**config.mk**
```make
export PLATFORM = sky130hd
export DESIGN_NAME = instr_reg_ctrl
export DESIGN_NICKNAME = d
export VERILOG_FILES = /design/src/rtl/instr_register_pkg.sv /design/src/rtl/instr_rr_arbiter.sv /design/src/rtl/instr_reg_ctrl.sv
export SDC_FILE = /design/constraint.sdc
export NUM_CORES = 1
export LEC_CHECK = 0
export BUFFER_PORTS_ARGS = -buffer_cell sky130_fd_sc_hd__buf_2
export CAP_MARGIN = 30
export CORE_AREA = 3 3 145 147
export DETAILED_ROUTE_END_ITERATION = 7
export DIE_AREA = 0 0 148 150
export PLACE_DENSITY = 0.48
export SYNTH_ARGS = -nofsm -noshare
export SYNTH_HDL_FRONTEND = slang
export SYNTH_HIERARCHICAL = 1
export SYNTH_SLANG_ARGS = --single-unit
export TNS_END_PERCENT = 50
```
**constraint.sdc**
```tcl
create_clock -name clk -period 4.3 [get_ports clk]
set_input_delay 0.86 -clock clk [delete_from_list [all_inputs] [get_ports clk]]
set_output_delay 0.86 -clock clk [all_outputs]
set_load 0.05 [all_outputs]
```
**src/rtl/instr_register_pkg.sv**
```systemverilog
`default_nettype none
// ============================================================================
// Module   : instr_register_pkg
// Purpose  : Shared types for the instruction register and its FIFO
//            controller: opcode/operand/address/instruction types, controller
//            state encoding and register depth.
// Revision : 1.0 - initial release
// ============================================================================
package instr_register_pkg;

    typedef enum logic [3:0] {
        ZERO  = 4'd0,
        PASSA = 4'd1,
        PASSB = 4'd2,
        ADD   = 4'd3,
        SUB   = 4'd4,
        MULT  = 4'd5,
        DIV   = 4'd6,
        MOD   = 4'd7
    } opcode_t;

    typedef logic signed [31:0] operand_t;
    typedef logic [4:0]         address_t;

    typedef struct packed {
        opcode_t  opc;
        operand_t op_a;
        operand_t op_b;
    } instruction_t;

    localparam int IR_DEPTH = 32;

    typedef enum logic [1:0] {
        RUN   = 2'd0,
        DRAIN = 2'd1,
        DONE  = 2'd2
    } ctrl_state_t;

    // Pointer increment; the 5-bit width makes 31 -> 0 wrap implicit.
    function automatic address_t ptr_inc(input address_t p);
        return p + address_t'(1);
    endfunction

endpackage : instr_register_pkg
`default_nettype wire

```
**src/rtl/instr_rr_arbiter.sv**
```systemverilog
`default_nettype none
// ============================================================================
// Module   : instr_rr_arbiter
// Purpose  : Two-requester round-robin arbiter. On contention the requester
//            not granted last wins; a lone requester always wins.
// Ports    : clk, reset  - clock, synchronous active-high reset
//            req[1:0]    - request vector
//            en          - grant is actually taken this cycle
//            grant[1:0]  - one-hot candidate grant (zero when no request)
// Revision : 1.0 - initial release
// ============================================================================
module instr_rr_arbiter (
    input  logic       clk,
    input  logic       reset,
    input  logic [1:0] req,
    input  logic       en,
    output logic [1:0] grant
);

    // Index of the requester granted most recently. Resets to 1 so that
    // requester 0 wins the first contended cycle.
    logic last_grant_q;
    logic last_grant_d;

    always_comb begin
        grant = 2'b00;
        case (req)
            2'b01:   grant = 2'b01;
            2'b10:   grant = 2'b10;
            2'b11:   grant = last_grant_q ? 2'b01 : 2'b10;
            default: grant = 2'b00;
        endcase

        // History only advances when a grant is really consumed, so a
        // blocked cycle (full / draining) does not skip a requester.
        last_grant_d = last_grant_q;
        if (en && (|req)) begin
            last_grant_d = grant[1];
        end
    end

    always_ff @(posedge clk) begin
        if (reset) begin
            last_grant_q <= 1'b1;
        end else begin
            last_grant_q <= last_grant_d;
        end
    end

endmodule : instr_rr_arbiter
`default_nettype wire

```
**src/rtl/instr_reg_ctrl.sv**
```systemverilog
`default_nettype none
// ============================================================================
// Module   : instr_reg_ctrl
// Purpose  : FIFO controller for a 32-entry external instruction register.
//            Two requesters write through a round-robin arbiter, a single
//            consumer reads in order. A drain command stops writes, lets
//            reads empty the register and reports completion with a pulse.
// Ports    : clk, reset                    - clock, sync active-high reset
//            req_valid/req_ready[1:0]      - per-requester handshake
//            req_opcode/req_op_a/req_op_b  - per-requester payload
//            drain / drain_done            - drain start / completion pulse
//            rd_valid/rd_ready/rd_instr    - consumer handshake and data
//            count, full, empty, almost_full - occupancy status
//            load_en, write_pointer, read_pointer, opcode, operand_a,
//            operand_b, instruction_word   - instruction register interface
// Config   : INSTR_REG_CTRL_STATS_EN adds saturating per-requester transfer
//            counters grant_cnt0 / grant_cnt1.
// Revision : 1.0 - initial release
// ============================================================================
module instr_reg_ctrl
    import instr_register_pkg::*;
#(
    parameter int AFULL_LVL = 28
) (
    input  logic         clk,
    input  logic         reset,
    input  logic [1:0]   req_valid,
    input  opcode_t      req_opcode [2],
    input  operand_t     req_op_a   [2],
    input  operand_t     req_op_b   [2],
    output logic [1:0]   req_ready,
    input  logic         drain,
    output logic         drain_done,
    output logic         rd_valid,
    input  logic         rd_ready,
    output instruction_t rd_instr,
    output logic [5:0]   count,
    output logic         full,
    output logic         empty,
    output logic         almost_full,
    output logic         load_en,
    output address_t     write_pointer,
    output address_t     read_pointer,
    output opcode_t      opcode,
    output operand_t     operand_a,
    output operand_t     operand_b,
    input  instruction_t instruction_word
`ifdef INSTR_REG_CTRL_STATS_EN
    ,
    output logic [31:0]  grant_cnt0,
    output logic [31:0]  grant_cnt1
`endif
);

    ctrl_state_t state_q, state_d;
    address_t    wr_ptr_q, wr_ptr_d;
    address_t    rd_ptr_q, rd_ptr_d;
    logic [5:0]  count_q, count_d;

    logic [1:0]  grant;
    logic        accept_en;
    logic        wr_fire;
    logic        rd_fire;
    logic        gsel;

    // ------------------------------------------------------------------
    // Status, all decoded from the registered occupancy
    // ------------------------------------------------------------------
    assign count       = count_q;
    assign full        = (count_q == 6'(IR_DEPTH));
    assign empty       = (count_q == 6'd0);
    assign almost_full = (count_q >= 6'(AFULL_LVL));

    // ------------------------------------------------------------------
    // Write side
    // ------------------------------------------------------------------
    // Full is taken from the registered count, so a read in the same cycle
    // does not open a slot for a write until the next cycle.
    assign accept_en = (state_q == RUN) && !full && !reset;

    instr_rr_arbiter u_arb (
        .clk   (clk),
        .reset (reset),
        .req   (req_valid),
        .en    (accept_en),
        .grant (grant)
    );

    assign req_ready     = grant & {2{accept_en}};
    assign wr_fire       = |(req_valid & req_ready);
    assign gsel          = grant[1];

    assign load_en       = wr_fire;
    assign write_pointer = wr_ptr_q;
    assign opcode        = req_opcode[gsel];
    assign operand_a     = req_op_a[gsel];
    assign operand_b     = req_op_b[gsel];

    // ------------------------------------------------------------------
    // Read side: a new entry only becomes visible once count_q includes it
    // ------------------------------------------------------------------
    assign rd_valid      = !empty && !reset;
    assign rd_fire       = rd_valid && rd_ready;
    assign read_pointer  = rd_ptr_q;
    assign rd_instr      = instruction_word;

    assign drain_done    = (state_q == DONE);

    // ------------------------------------------------------------------
    // Next-state logic
    // ------------------------------------------------------------------
    always_comb begin
        wr_ptr_d = wr_fire ? ptr_inc(wr_ptr_q) : wr_ptr_q;
        rd_ptr_d = rd_fire ? ptr_inc(rd_ptr_q) : rd_ptr_q;

        count_d = count_q;
        case ({wr_fire, rd_fire})
            2'b10:   count_d = count_q + 6'd1;
            2'b01:   count_d = count_q - 6'd1;
            default: count_d = count_q;
        endcase

        // Drain entered while already empty still spends one cycle in DRAIN.
        state_d = state_q;
        case (state_q)
            RUN:     if (drain) state_d = DRAIN;
            DRAIN:   if (empty) state_d = DONE;
            DONE:    state_d = RUN;
            default: state_d = RUN;
        endcase
    end

    always_ff @(posedge clk) begin
        if (reset) begin
            state_q  <= RUN;
            wr_ptr_q <= '0;
            rd_ptr_q <= '0;
            count_q  <= '0;
        end else begin
            state_q  <= state_d;
            wr_ptr_q <= wr_ptr_d;
            rd_ptr_q <= rd_ptr_d;
            count_q  <= count_d;
        end
    end

`ifdef INSTR_REG_CTRL_STATS_EN
    // ------------------------------------------------------------------
    // Saturating per-requester transfer counters
    // ------------------------------------------------------------------
    logic [31:0] grant_cnt0_q, grant_cnt0_d;
    logic [31:0] grant_cnt1_q, grant_cnt1_d;

    always_comb begin
        grant_cnt0_d = grant_cnt0_q;
        grant_cnt1_d = grant_cnt1_q;
        if (req_valid[0] && req_ready[0] && (grant_cnt0_q != '1)) begin
            grant_cnt0_d = grant_cnt0_q + 32'd1;
        end
        if (req_valid[1] && req_ready[1] && (grant_cnt1_q != '1)) begin
            grant_cnt1_d = grant_cnt1_q + 32'd1;
        end
    end

    always_ff @(posedge clk) begin
        if (reset) begin
            grant_cnt0_q <= '0;
            grant_cnt1_q <= '0;
        end else begin
            grant_cnt0_q <= grant_cnt0_d;
            grant_cnt1_q <= grant_cnt1_d;
        end
    end

    assign grant_cnt0 = grant_cnt0_q;
    assign grant_cnt1 = grant_cnt1_q;
`endif

endmodule : instr_reg_ctrl
`default_nettype wire

```
# Yosys cells after proc, flatten, opt, wreduce, memory -nomap -nowiden
# Index checks and enable logic that the tools add are counted.
# totals
rom_bits,0
input_bits,210
ram_bits,0
regBits,19
latch_bits,0
memories,0
# op_classes
n_div,0
multipliers,0
n_mux,15
addsub,4
n_shift,0
n_lt_le_gt_ge,2
n_bitwise,3
eq_ne,10
n_reduce_logical,14
# ops
operator,count
32-bit 2-to-1 mux,6
4-bit 2-to-1 mux,3
6-bit case mux with 2 select lines,1
5-bit by 1-bit adder with 5-bit output (second input constant),2
2-bit equality test (second input constant),4
6-bit by 1-bit adder with 6-bit output (second input constant),1
2-bit by 1-bit equality test with 1-bit output (second input constant),3
6-bit equality test (second input constant),1
6-bit by 5-bit greater-or-equal comparator with 1-bit output (second input constant),1
6-bit zero test,1
2-bit 2-to-1 mux,3
2-bit case mux with 3 select lines,1
6-bit by 1-bit subtractor with 6-bit output (second input constant),1
1-bit logical AND,5
2-bit bitwise AND,2
2-bit inequality test (second input constant),2
2-bit case mux with 2 select lines,1
2-bit OR reduction,2
1-bit zero test,3
2-bit greater-or-equal comparator (second input constant),1
2-bit zero test,1
1-bit inverter with 2-bit output,1
2-bit AND reduction,1
2-bit nonzero test,1

# Logic depth before layout (Yosys ltp)
# Gate-level depths: netlist of the first run.
# logic_depth
word_depth,9
mapped_depth,11
depth_no_buf,10

# Cells and area by module
# The synthesis of the first run kept the hierarchy.
# by_module_without_submodules
module,cells_per_inst,area_per_inst_um2,n_inst
instr_reg_ctrl,263,2378.5,1
instr_rr_arbiter,7,61.3,1

# Worst setup path before layout of the first run
# Ideal clock, no wire load.
# synth_path
path_kind,register to output
startpoint,register count_q[1] (netlist: count[1])
endpoint,output rd_valid
path_stages_with_launch,4
path_slack_ns,0.508
arrival_time_ns,2.932
path_buffers,0
path_cell_list,dfxtp_1 -> or4_4 -> nor3_1 -> nor2_1
# synth_between
elab_chain_cells,3
# synth_lines
item,line_no,source
"start, declared",instr_reg_ctrl.sv:58,"logic [5:0] count_q, count_d;"
"start signal, assigned",instr_reg_ctrl.sv:143,count_q <= count_d;
6-bit zero test,instr_reg_ctrl.sv:71,assign empty = (count_q == 6'd0);
named net empty,instr_reg_ctrl.sv:39,"output logic empty,"
1-bit zero test,instr_reg_ctrl.sv:102,assign rd_valid = !empty && !reset;
1-bit logical AND,instr_reg_ctrl.sv:102,
"end, declared",instr_reg_ctrl.sv:34,"output logic rd_valid,"
# The timed path passes the listed nets, and every way through them passes these cells.

# Worst setup path in the final report of the first run
# layout_path
startpoint,input reset
endpoint,register count_q[5] (netlist: count[5])
# layout_between
elab_chain_cells,7
# layout_lines
item,line_no,source
"start, declared",instr_reg_ctrl.sv:26,"input logic reset,"
1-bit zero test (*),instr_reg_ctrl.sv:79,assign accept_en = (state_q == RUN) && !full && !reset;
1-bit logical AND (*),instr_reg_ctrl.sv:79,
named net accept_en,instr_reg_ctrl.sv:61,logic accept_en;
2-bit bitwise AND (*),instr_reg_ctrl.sv:89,assign req_ready = grant & {2{accept_en}};
2-bit bitwise AND (*),instr_reg_ctrl.sv:90,assign wr_fire = |(req_valid & req_ready);
2-bit OR reduction (*),instr_reg_ctrl.sv:90,
2-bit by 1-bit equality test with 1-bit output / 2-bit equality test (equally long branches),instr_reg_ctrl.sv:117,"case ({wr_fire, rd_fire})"
6-bit case mux with 2 select lines / 2-bit nonzero test (equally long branches),n/a,
# Mark *: on every way through the listed nets, which the timed path passes. The rest lies on a longest branch.
# A chain may end at the register's enable or synchronous reset.

==> impl_metrics.env, run 1 <==
export IMPL_viasPerCell=3.57
export IMPL_fin_setup_tns_ns=0
export IMPL_fin_skew_ns=0.00715
export IMPL_report_power_total_mw=0.976
export IMPL_path_common_cell="ha_1"
export IMPL_cp_arrival_ns=3.36
export IMPL_crit_required_ns=4.49
export IMPL_reg2regPathDepth=10
export IMPL_worstPathMaxFanout=11
export IMPL_holdPathStages=1
export IMPL_areaGrowthSynthToFinish_pct=43.8
export IMPL_dieArea_sq_mm=0.0222
export IMPL_grt_usage_pct=9.24
export IMPL_critPathCaptureType="register"
export IMPL_h_tree_depth=1
export IMPL_wl_per_cell_um=16.2
export IMPL_cts_resized_gates=0
export IMPL_cts_root_buffer_cell="clkbuf_16"
export IMPL_row_count=52
export IMPL_fillers=2305
export IMPL_cts_buffers_inserted=3
export IMPL_clk_pin_slew_ns=0.06
export IMPL_finalHoldViolCount=0
export IMPL_routed_wl_um=11400
export IMPL_grt_max_degree=47
export IMPL_hp_class="register to register"
export IMPL_max_stage_delay_ns=0.51
export IMPL_async_flop_share_pct=0
export IMPL_drt_iter0_drc=48
export IMPL_die_y_um=150
export IMPL_first_pass_iters=4
export IMPL_cts_hold_buf=0
export IMPL_syn_inst=270
export IMPL_die_w_um=148
export IMPL_cts_tree="done"
export IMPL_insertion_delay_ns=0.26
export IMPL_synth_edff_count=0
export IMPL_synth_top_cell_area_share_pct=31.4
export IMPL_cts_buffer_depth=2
export IMPL_dp_cells=696
export IMPL_yosys_top_cells_area="mux2_2 31%, buf_4 21%, dfxtp_1 16%"
export IMPL_start_util_pct=12.2
export IMPL_syn_nets=488
export IMPL_ioPinCount=370
export IMPL_nNetsFinal=649
export IMPL_route_detailed_drc=0
export IMPL_slew_headroom_pct=63.7
export IMPL_ys_seq_area_share_pct=15.6
export IMPL_place_congestion=0.835
export IMPL_syn_mean_instance_area_sq_um=9.04
export IMPL_fin_crit_sh_pct=73.6
export IMPL_postRouteAntennaNets=0
export IMPL_p_leak_nw=1.76
export IMPL_drive_above_1_share_pct=73.7
export IMPL_drv_slew=0
export IMPL_finalCriticalPeriod_ns=3.17
export IMPL_cap_viol_max_count=0
export IMPL_setup_viol=0
export IMPL_yosysUniqueCellTypes=45
export IMPL_io_buffers=233
export IMPL_status="finished, final reports clean"
export IMPL_tightest_slew_ns=0.544
export IMPL_yosys_warnings=6
export IMPL_synth_top_area_cell="mux2_2"
export IMPL_slowest_stage="or4b_1"
export IMPL_grt_pass1_wl_um=15700
export IMPL_synthFlopType="dfxtp_1"
export IMPL_num_vias=2500
export IMPL_cts_setup_buffers=0
export IMPL_grt_setup_unrepaired="no"
export IMPL_globalRouteOverflowTotal=0
export IMPL_fmaxAchievable_mhz=316
export IMPL_synth_area_sq_mm=0.00244
export IMPL_fin_cells=700
export IMPL_antenna_cells_inserted=0
export IMPL_p_per_area_mw_per_mm2=278
export IMPL_ys_ff_latch=19
export IMPL_antenna_found_initial=0
export IMPL_dp_hpwl_um=10100
export IMPL_grt_pass1_vias=2443
export IMPL_crit_chain="buf_2 -> nor3_1 -> o31ai_4 -> inv_2 -> nand2_1 -> ha_1 -> ha_1 -> or4b_1 -> a21o_1 -> a31o_2 -> a21oi_1"
export IMPL_core_sq_mm=0.0200
export IMPL_timing_worst_setup_path_type="input port to register"
export IMPL_critPathLaunchType="input port"
export IMPL_clock_sinks=19
export IMPL_ir_drop_uv=118
## metrics by stage
stage / hold WS [ns] / setup slack, ns / instance area, sq um / util (%)
global route: 0.491 / 0.890 / 3510 / 17.5
detailed placement: 0.463 / 0.864 / 3430 / 17.1
global placement: 0.468 / 0.919 / 3430 / 17.1
CTS: 0.472 / 1.13 / 3510 / 17.5
finish: 0.472 / 1.13 / 3510 / 17.5
floorplan: 0.447 / 0.508 / 2440 / -
## worst max-delay path: cells and delay by family
family / cells / cell delay (ns)
compound gates: 4 / 0.66
fa+ha+maj: 2 / 0.60
buf+inv: 2 / 0.33
simple gates: 3 / 0.90
## cells in the mapped netlist (2+ instances only)
cell      number
a211o_1        2
a21boi_0       2
a21o_1         3
a21oi_1        9
and2_1         2
and3_1         2
buf_2          4
buf_4         68
clkbuf_1       7
dfxtp_1       19
ha_1           7
inv_1          7
mux2_2        68
mux2i_1        3
nand2_1        8
nand3_1        7
nand4_1        2
nor2_1         9
nor2b_1        2
nor3_1         4
o21ai_0        4
o31ai_1        3
or3_1          2
xor2_1         5
## sequential cells by signal (all words and copies together), names as in the netlist
signal / flops
write_pointer: 5
state_q: 2
count: 6
u_arb/last_grant_q: 1
read_pointer: 5
## cell type report
type	count	area [sq um]	share of cell area, %
Sequential cell	19	380	10.8
Clock inverter	1	5.00	0.143
Tap cell	270	338	9.63
Multi-Input combinational cell	163	1480	42.2
Inverter	8	30.0	0.856
Timing Repair Buffer	236	1200	34.2
Clock buffer	3	75.1	2.14
## final timing paths
check	slack (ns)	to	from
min	0.47	read_pointer[4]	read_pointer[4]
max	1.13	count[5]	reset
min reg2reg	0.47	read_pointer[4]	read_pointer[4]
max reg2reg	1.15	count[5]	count[1]
## cell families (layout without fill, tap and decap cells)
group,after synthesis,count (layout),share of synthesized area [%]
multiplexers,71,71,32.6
adder cells (fa/ha/maj),8,8,4.41
buffers and inverters,88,248,24.2
XOR/XNOR,5,5,1.79
flip-flops,19,19,15.6
AND/OR/NAND/NOR,45,45,10.1
AO/OA/AOI/OAI,34,34,11.3
## power breakdown
group,switching [mW],total (mW),internal [mW]
clock network,0.0727,0.198,0.125
registers,0.0192,0.205,0.186
logic,0.395,0.574,0.179
## placed cells by master (no fill, tap or decap), types with 3 or more instances in the layout
master	synthesis	final
a21o_1	3	3
a21oi_1	9	9
buf_2	4	233
clkbuf_16	0	3
dfxtp_1	19	19
ha_1	7	7
inv_1	7	7
mux2_2	68	68
mux2i_1	3	3
nand2_1	8	8
nand3_1	7	7
nor2_1	9	9
nor3_1	4	4
o21ai_0	4	4
o31ai_1	3	3
xor2_1	5	5
## per-layer routing
| layer | global-route usage, % | share of wire [%] | routed length [um] | vias to the layer above |
|---|---|---|---|---|
| li1 | - | - | - | 1209 |
| met1 | 10.8 | 38 | 4370 | 1118 |
| met2 | 15.7 | 50 | 5650 | 157 |
| met3 | 4.33 | 11 | 1270 | 16 |
| met4 | 1.48 | 0.72 | 82 | 0 |
| met5 | 0 | 0 | 0 | - |
(Power assumes the default switching activity.)
==> run 2, diff against run 1 <==
- ABC_AREA: not set -> 1
- CORE_AREA: 3 3 145 147 -> 3 3 143 145
- DIE_AREA: 0 0 148 150 -> 0 0 146 148
- PLACE_DENSITY: 0.48 -> 0.5
- clock period: 4.3 -> 3.1 ns (I/O delays scaled with it)
==> run 2 against run 1 <==
Cell area increased by 3.7%. Flip-flop and latch count unchanged. Power up 110%. Non-clock buffer count increased by 1. Utilization grew 1.3 points. Largest power group unchanged. Clock-buffer cell count stayed put. Largest cell class unchanged. Highest routed layer unchanged. Area after synthesis grew 6.2%. Via count is 24% higher. Setup slack got worse by 0.67 ns. Global-route usage barely moved.
==> impl_metrics.env, run 2 <==
export IMPL_status="finished, final reports clean"
export IMPL_multiInputGateArea_sq_mm=0.00152
export IMPL_cts_tree="done"
export IMPL_r2r_slack_ns=0.74
export IMPL_critPathCaptureType="output pin"
export IMPL_clock_sinks=19
export IMPL_fin_ws_ns=0.461
export IMPL_globalRouteOverflowTotal=0
export IMPL_p_leak_nw=2.22
export IMPL_fin_setup_tns_ns=0
export IMPL_clk_pin_slew_ns=0.06
export IMPL_postRouteAntennaNets=0
export IMPL_final_cell_mix="236 x nand2_1, 232 x buf_2, 20 x inv_1"
export IMPL_dieArea_sq_mm=0.0216
export IMPL_fin_crit_sh_pct=85.1
export IMPL_antenna_found_initial=1
export IMPL_syn_nets=667
export IMPL_crit_chain="buf_2 -> nand2_1 -> and2_4 -> inv_2 -> buf_12 -> nand2_1 -> nand2_1 -> buf_2"
export IMPL_synth_area_sq_mm=0.00259
export IMPL_cts_setup_buffers=0
export IMPL_p_sw_share_pct=59.4
export IMPL_hp_class="register to register"
export IMPL_cts_buffers_inserted=3
export IMPL_grt_pass1_vias=2926
export IMPL_crit_required_ns=2.48
export IMPL_timing_worst_setup_path_type="input port to output pin"
export IMPL_drv_slew=0
export IMPL_yosys_top_cells_area="nand2_1 34%, buf_4 20%, dfxtp_1 15%"
export IMPL_yosys_area_share_simple_pct=47.3
export IMPL_start_util_pct=13.4
export IMPL_p_per_area_mw_per_mm2=574
export IMPL_yosysUniqueCellTypes=30
export IMPL_synth_mux_area_share_pct=0
export IMPL_ioPinCount=370
export IMPL_syn_inst=449
export IMPL_synth_xor_area_share_pct=3.38
export IMPL_async_flop_share_pct=0
export IMPL_seqCellArea_sq_um=380
export IMPL_drive_above_1_share_pct=44.2
export IMPL_synth_adder_area_share_pct=4.15
export IMPL_grt_usage_pct=9.25
export IMPL_tightest_slew_ns=0.404
export IMPL_synthFlopType="dfxtp_1"
export IMPL_ys_seq_area_share_pct=14.7
export IMPL_syn_mean_instance_area_sq_um=5.77
export IMPL_antenna_cells_inserted=0
export IMPL_routed_wl_um=10800
export IMPL_path_common_cell="nand2_1"
export IMPL_grt_setup_unrepaired="no"
export IMPL_core_sq_mm=0.0193
export IMPL_synth_most_common_cell="nand2_1"
export IMPL_cap_viol_max_count=0
export IMPL_fin_skew_ns=0.00172
export IMPL_areaGrowthSynthToFinish_pct=40.5
export IMPL_seqPwrFrac_pct=17.6
export IMPL_largest_register_ffs=6
export IMPL_finalCriticalPeriod_ns=2.64
export IMPL_synthTopCellsByCount="236 x nand2_1, 68 x buf_4, 20 x inv_1"
export IMPL_hold_end="u_arb/last_grant_q"
export IMPL_r2r_start="u_arb/last_grant_q"
export IMPL_holdPathStages=2
export IMPL_nNetsFinal=825
export IMPL_synth_top_cell_area_share_pct=34.2
export IMPL_io_buffers=233
export IMPL_num_vias=3091
export IMPL_yosys_warnings=6
export IMPL_synth_top_family_by_area="simple AND/OR/NAND/NOR gates"
export IMPL_insertion_delay_ns=0.25
export IMPL_layout_commonest_cell="nand2_1"
export IMPL_place_congestion=0.716
export IMPL_cp_arrival_ns=2.02
export IMPL_cts_resized_gates=0
export IMPL_clock_power_share_pct=12.9
export IMPL_fillers=2257
export IMPL_synth_top_area_cell="nand2_1"
export IMPL_finalHoldViolCount=0
export IMPL_ys_ff_latch=19
export IMPL_row_count=51
export IMPL_viasPerCell=3.55
export IMPL_die_y_um=148
export IMPL_max_stage_delay_ns=0.26
export IMPL_synth_compound_area_share_pct=3.67
export IMPL_slowest_stage="inv_2"
export IMPL_wl_per_cell_um=12.4
export IMPL_synth_edff_count=0
export IMPL_critPathLaunchType="input port"
export IMPL_reg2regPathDepth=14
export IMPL_grt_pass1_wl_um=16100
export IMPL_grt_max_degree=49
export IMPL_die_w_um=146
export IMPL_switchingPower_mw=1.24
export IMPL_cts_buffer_depth=2
export IMPL_power_frac_comb_pct=69.4
export IMPL_fmaxAchievable_mhz=379
export IMPL_ir_drop_uv=245
export IMPL_route_detailed_drc=0
export IMPL_drt_iter0_drc=84
export IMPL_r2r_end="count[4]"
export IMPL_cts_hold_buf=0
export IMPL_dp_hpwl_um=9290
export IMPL_setup_viol=0
export IMPL_min_from="u_arb/last_grant_q"
export IMPL_first_pass_iters=4
export IMPL_slew_headroom_pct=73.1
export IMPL_p_int_mw=0.849
export IMPL_cts_root_buffer_cell="clkbuf_16"
export IMPL_worstPathMaxFanout=48
export IMPL_pre_cts_slack_ns=0.296
export IMPL_h_tree_depth=1
-- run 2: cell count changes after synthesis, moves of 3 or more --
cell	delta
xnor2_1	+4
nand2_1	+228
mux2i_1	-3
mux2_2	-68
nor2_2	+9
nor3_1	-4
a21o_1	-3
nand3_1	+4
inv_2	+4
inv_1	+13
nor2_1	+5
-- run 2: power groups by stage --
stage               combinational, mW  clock (mW)  sequential, mW
floorplan                        1.18           0           0.501
global route                     1.57       0.294           0.378
global placement                 1.46           0           0.376
finish                           1.45       0.270           0.368
CTS                              1.46       0.281           0.370
detailed placement               1.46           0           0.375
-- run 2: how the worst max path moves through the flow --
| stage | from | to | slack (ns) | cells after the start |
|---|---|---|---|---|
| 6_report | req_valid[0] | operand_a[2] | 0.46 | 8 |
| 5_1_grt | req_valid[0] | operand_a[2] | 0.31 | 8 |
| 4_1_cts | req_valid[0] | operand_a[12] | 0.42 | 8 |
| 3_5_place_dp | req_valid[0] | count[4] | 0.30 | 15 |
| 3_3_place_gp | req_valid[0] | count[4] | 0.30 | 15 |
| 2_1_floorplan | count[0] | req_ready[0] | 0.35 | 6 |
-- run 2: per-layer routing --
layer / routed length (um) / share of wire (%) / vias to the layer above / GRT usage, %
met1: 4270 / 39 / 1276 / 10.9
met2: 5140 / 47 / 154 / 15.5
met4: 510 / 4.7 / 0 / 4.37
li1: - / - / 1613 / -
met3: 921 / 8.5 / 48 / 2.67
met5: 0 / 0 / - / 0
-- run 2: layout make-up --
| cell class | instances | area share, % |
|---|---|---|
| Multi-Input combinational cell | 319 | 41.6 |
| Timing Repair Buffer | 237 | 33.6 |
| Sequential cell | 19 | 10.4 |
| Tap cell | 265 | 9.11 |
| Inverter | 27 | 2.99 |
| Clock buffer | 3 | 2.06 |
| Clock inverter | 1 | 0.137 |
-- run 2: cell families after synthesis --
kind of cell               Yosys count
DFF                                 19
buffers and inverters              111
and+or+nand+nor                    283
xor gates and xnor gates            10
AOI/OAI and AO/OA                   18
adders and majority gates            8
-- run 2: metrics by stage --
stage          util [%]  power, mW  instances  hold slack (ns)  cell area, sq um
6_report           18.8       2.09        871            0.465              3640
3_5_place_dp       18.4       1.83        867            0.453              3560
4_1_cts            18.8       2.11        871            0.466              3640
2_1_floorplan         -       1.68        449            0.429              2590
3_3_place_gp       18.4       1.84        867            0.455              3560
5_1_grt            18.8       2.24        871            0.498              3640
-- run 2: worst max-delay path, delay by kind of cell --
| kind | cells | cell delay, ns |
|---|---|---|
| buffers and inverters | 4 | 0.90 |
| and+or+nand+nor | 4 | 0.47 |
==> run 3, diff against run 2 <==
- PLACE_DENSITY: 0.5 -> 0.41
==> run 3 against run 2 <==
Clock power grew 1%. Clock-buffer cell count is the same. Non-clock buffer count unchanged. Sequential share of layout area is essentially flat. Critical path type unchanged. First-iteration DRC count increased by 25%. Hold slack better by 0.0049 ns. Largest power group unchanged.
==> impl_metrics.env, run 3 (same netlist as run 2, synthesis figures left out) <==
export IMPL_status="finished, final reports clean"
export IMPL_pre_cts_slack_ns=0.273
export IMPL_worstPathMaxFanout=42
export IMPL_largest_register_ffs=6
export IMPL_crit_buf_inv=3
export IMPL_dp_cells=867
export IMPL_die_w_um=146
export IMPL_globalRouteOverflowTotal=0
export IMPL_critPathCaptureType="output pin"
export IMPL_grt_setup_unrepaired="no"
export IMPL_cap_viol_max_count=0
export IMPL_fmaxAchievable_mhz=392
export IMPL_grt_pass1_vias=3041
export IMPL_areaGrowthSynthToFinish_pct=41.0
export IMPL_num_vias=3080
export IMPL_wl_per_cell_um=12.5
export IMPL_drive_above_1_share_pct=44.2
export IMPL_cts_hold_buf=0
export IMPL_final_cell_mix="236 x nand2_1, 232 x buf_2, 20 x inv_1"
export IMPL_antenna_cells_inserted=0
export IMPL_crit_chain="buf_2 -> nand2_1 -> and2_4 -> buf_4 -> nand2_1 -> nand2_1 -> buf_2"
export IMPL_hp_class="register to register"
export IMPL_path_common_cell="nand2_1"
export IMPL_layout_commonest_cell="nand2_1"
export IMPL_routed_wl_um=10900
export IMPL_dieArea_sq_mm=0.0216
export IMPL_drt_iter0_drc=105
export IMPL_fin_setup_tns_ns=0
export IMPL_max_stage_delay_ns=0.38
export IMPL_slew_headroom_pct=71.4
export IMPL_route_detailed_drc=0
export IMPL_die_y_um=148
export IMPL_slowest_stage="buf_4"
export IMPL_cts_resized_gates=0
export IMPL_start_util_pct=13.4
export IMPL_place_congestion=0.793
export IMPL_finalHoldViolCount=0
export IMPL_fin_cells=871
export IMPL_cts_root_buffer_cell="clkbuf_16"
export IMPL_report_power_total_mw=2.09
export IMPL_ioPinCount=370
export IMPL_postRouteAntennaNets=0
export IMPL_clk_pin_slew_ns=0.06
export IMPL_cts_tree="done"
export IMPL_io_buffers=233
export IMPL_tightest_slew_ns=0.429
export IMPL_setup_viol=0
export IMPL_timing_worst_setup_path_type="input port to output pin"
export IMPL_viasPerCell=3.54
export IMPL_grt_max_degree=46
export IMPL_p_per_area_mw_per_mm2=573
export IMPL_nNetsFinal=825
export IMPL_cts_buffer_depth=2
export IMPL_cts_buffers_inserted=3
export IMPL_dp_hpwl_um=9130
export IMPL_fin_crit_sh_pct=82.2
export IMPL_h_tree_depth=1
export IMPL_first_pass_iters=4
export IMPL_fin_ws_ns=0.551
export IMPL_critPathLaunchType="input port"
export IMPL_insertion_delay_ns=0.25
export IMPL_cts_setup_buffers=0
export IMPL_drv_slew=0
export IMPL_core_sq_mm=0.0193
export IMPL_cp_arrival_ns=1.93
export IMPL_fin_skew_ns=0.00443
export IMPL_grt_pass1_wl_um=16300
export IMPL_finalCriticalPeriod_ns=2.55
export IMPL_p_leak_nw=2.23
export IMPL_grt_usage_pct=9.27
export IMPL_antenna_found_initial=1
export IMPL_row_count=51
export IMPL_ir_drop_uv=206
export IMPL_crit_required_ns=2.48
export IMPL_clock_sinks=19
export IMPL_cp_top_family="buffers and inverters"
-- run 3: cell types whose count changed in the layout (fill, tap and decap cells not counted) --
cell / previous run / this run
buf_12: 2 / 3
buf_4: 3 / 2
-- run 3: power by group --
| part | switching [mW] | internal [mW] |
|---|---|---|
| clock network | 0.101 | 0.173 |
| logic | 1.07 | 0.384 |
| registers | 0.0721 | 0.296 |
-- run 3: worst paths after layout --
path / start / end / slack, ns / cells after the start
hold reg to reg: u_arb/last_grant_q / u_arb/last_grant_q / 0.47 / 2
setup / recovery: req_valid[0] / operand_b[8] / 0.55 / 7
setup reg to reg: u_arb/last_grant_q / count[4] / 0.74 / 14
hold / removal: u_arb/last_grant_q / u_arb/last_grant_q / 0.47 / 2
-- run 3: layout make-up --
class,count,area (sq um)
well taps,265,332
clock inverters,1,5.00
fillers,2295,15700
multi-input cells,319,1520
inverters,27,109
repair buffers,237,1240
flip-flops and latches,19,380
clock buffers,3,75.1
-- run 3: worst min-delay path: stages (launching register included) --
cell and delay [ns]:
dfxtp_1 0.33, nand2_1 0.06, nand3_1 0.05
-- run 3: layer usage --
| layer | global-route usage, % | share of wire, % | vias up |
|---|---|---|---|
| met1 | 10.9 | 39 | 1257 |
| met5 | 0 | 0 | - |
| met2 | 15.1 | 47 | 157 |
| met4 | 5.22 | 5.8 | 0 |
| li1 | - | - | 1604 |
| met3 | 2.73 | 8.5 | 62 |
-- run 3: through the flow --
step	utilization, %	area (sq um)	hold slack (ns)
2_1_floorplan	-	2590	0.429
3_3_place_gp	18.5	3570	0.465
3_5_place_dp	18.5	3570	0.456
4_1_cts	18.9	3650	0.471
5_1_grt	18.9	3650	0.505
6_report	18.9	3650	0.470
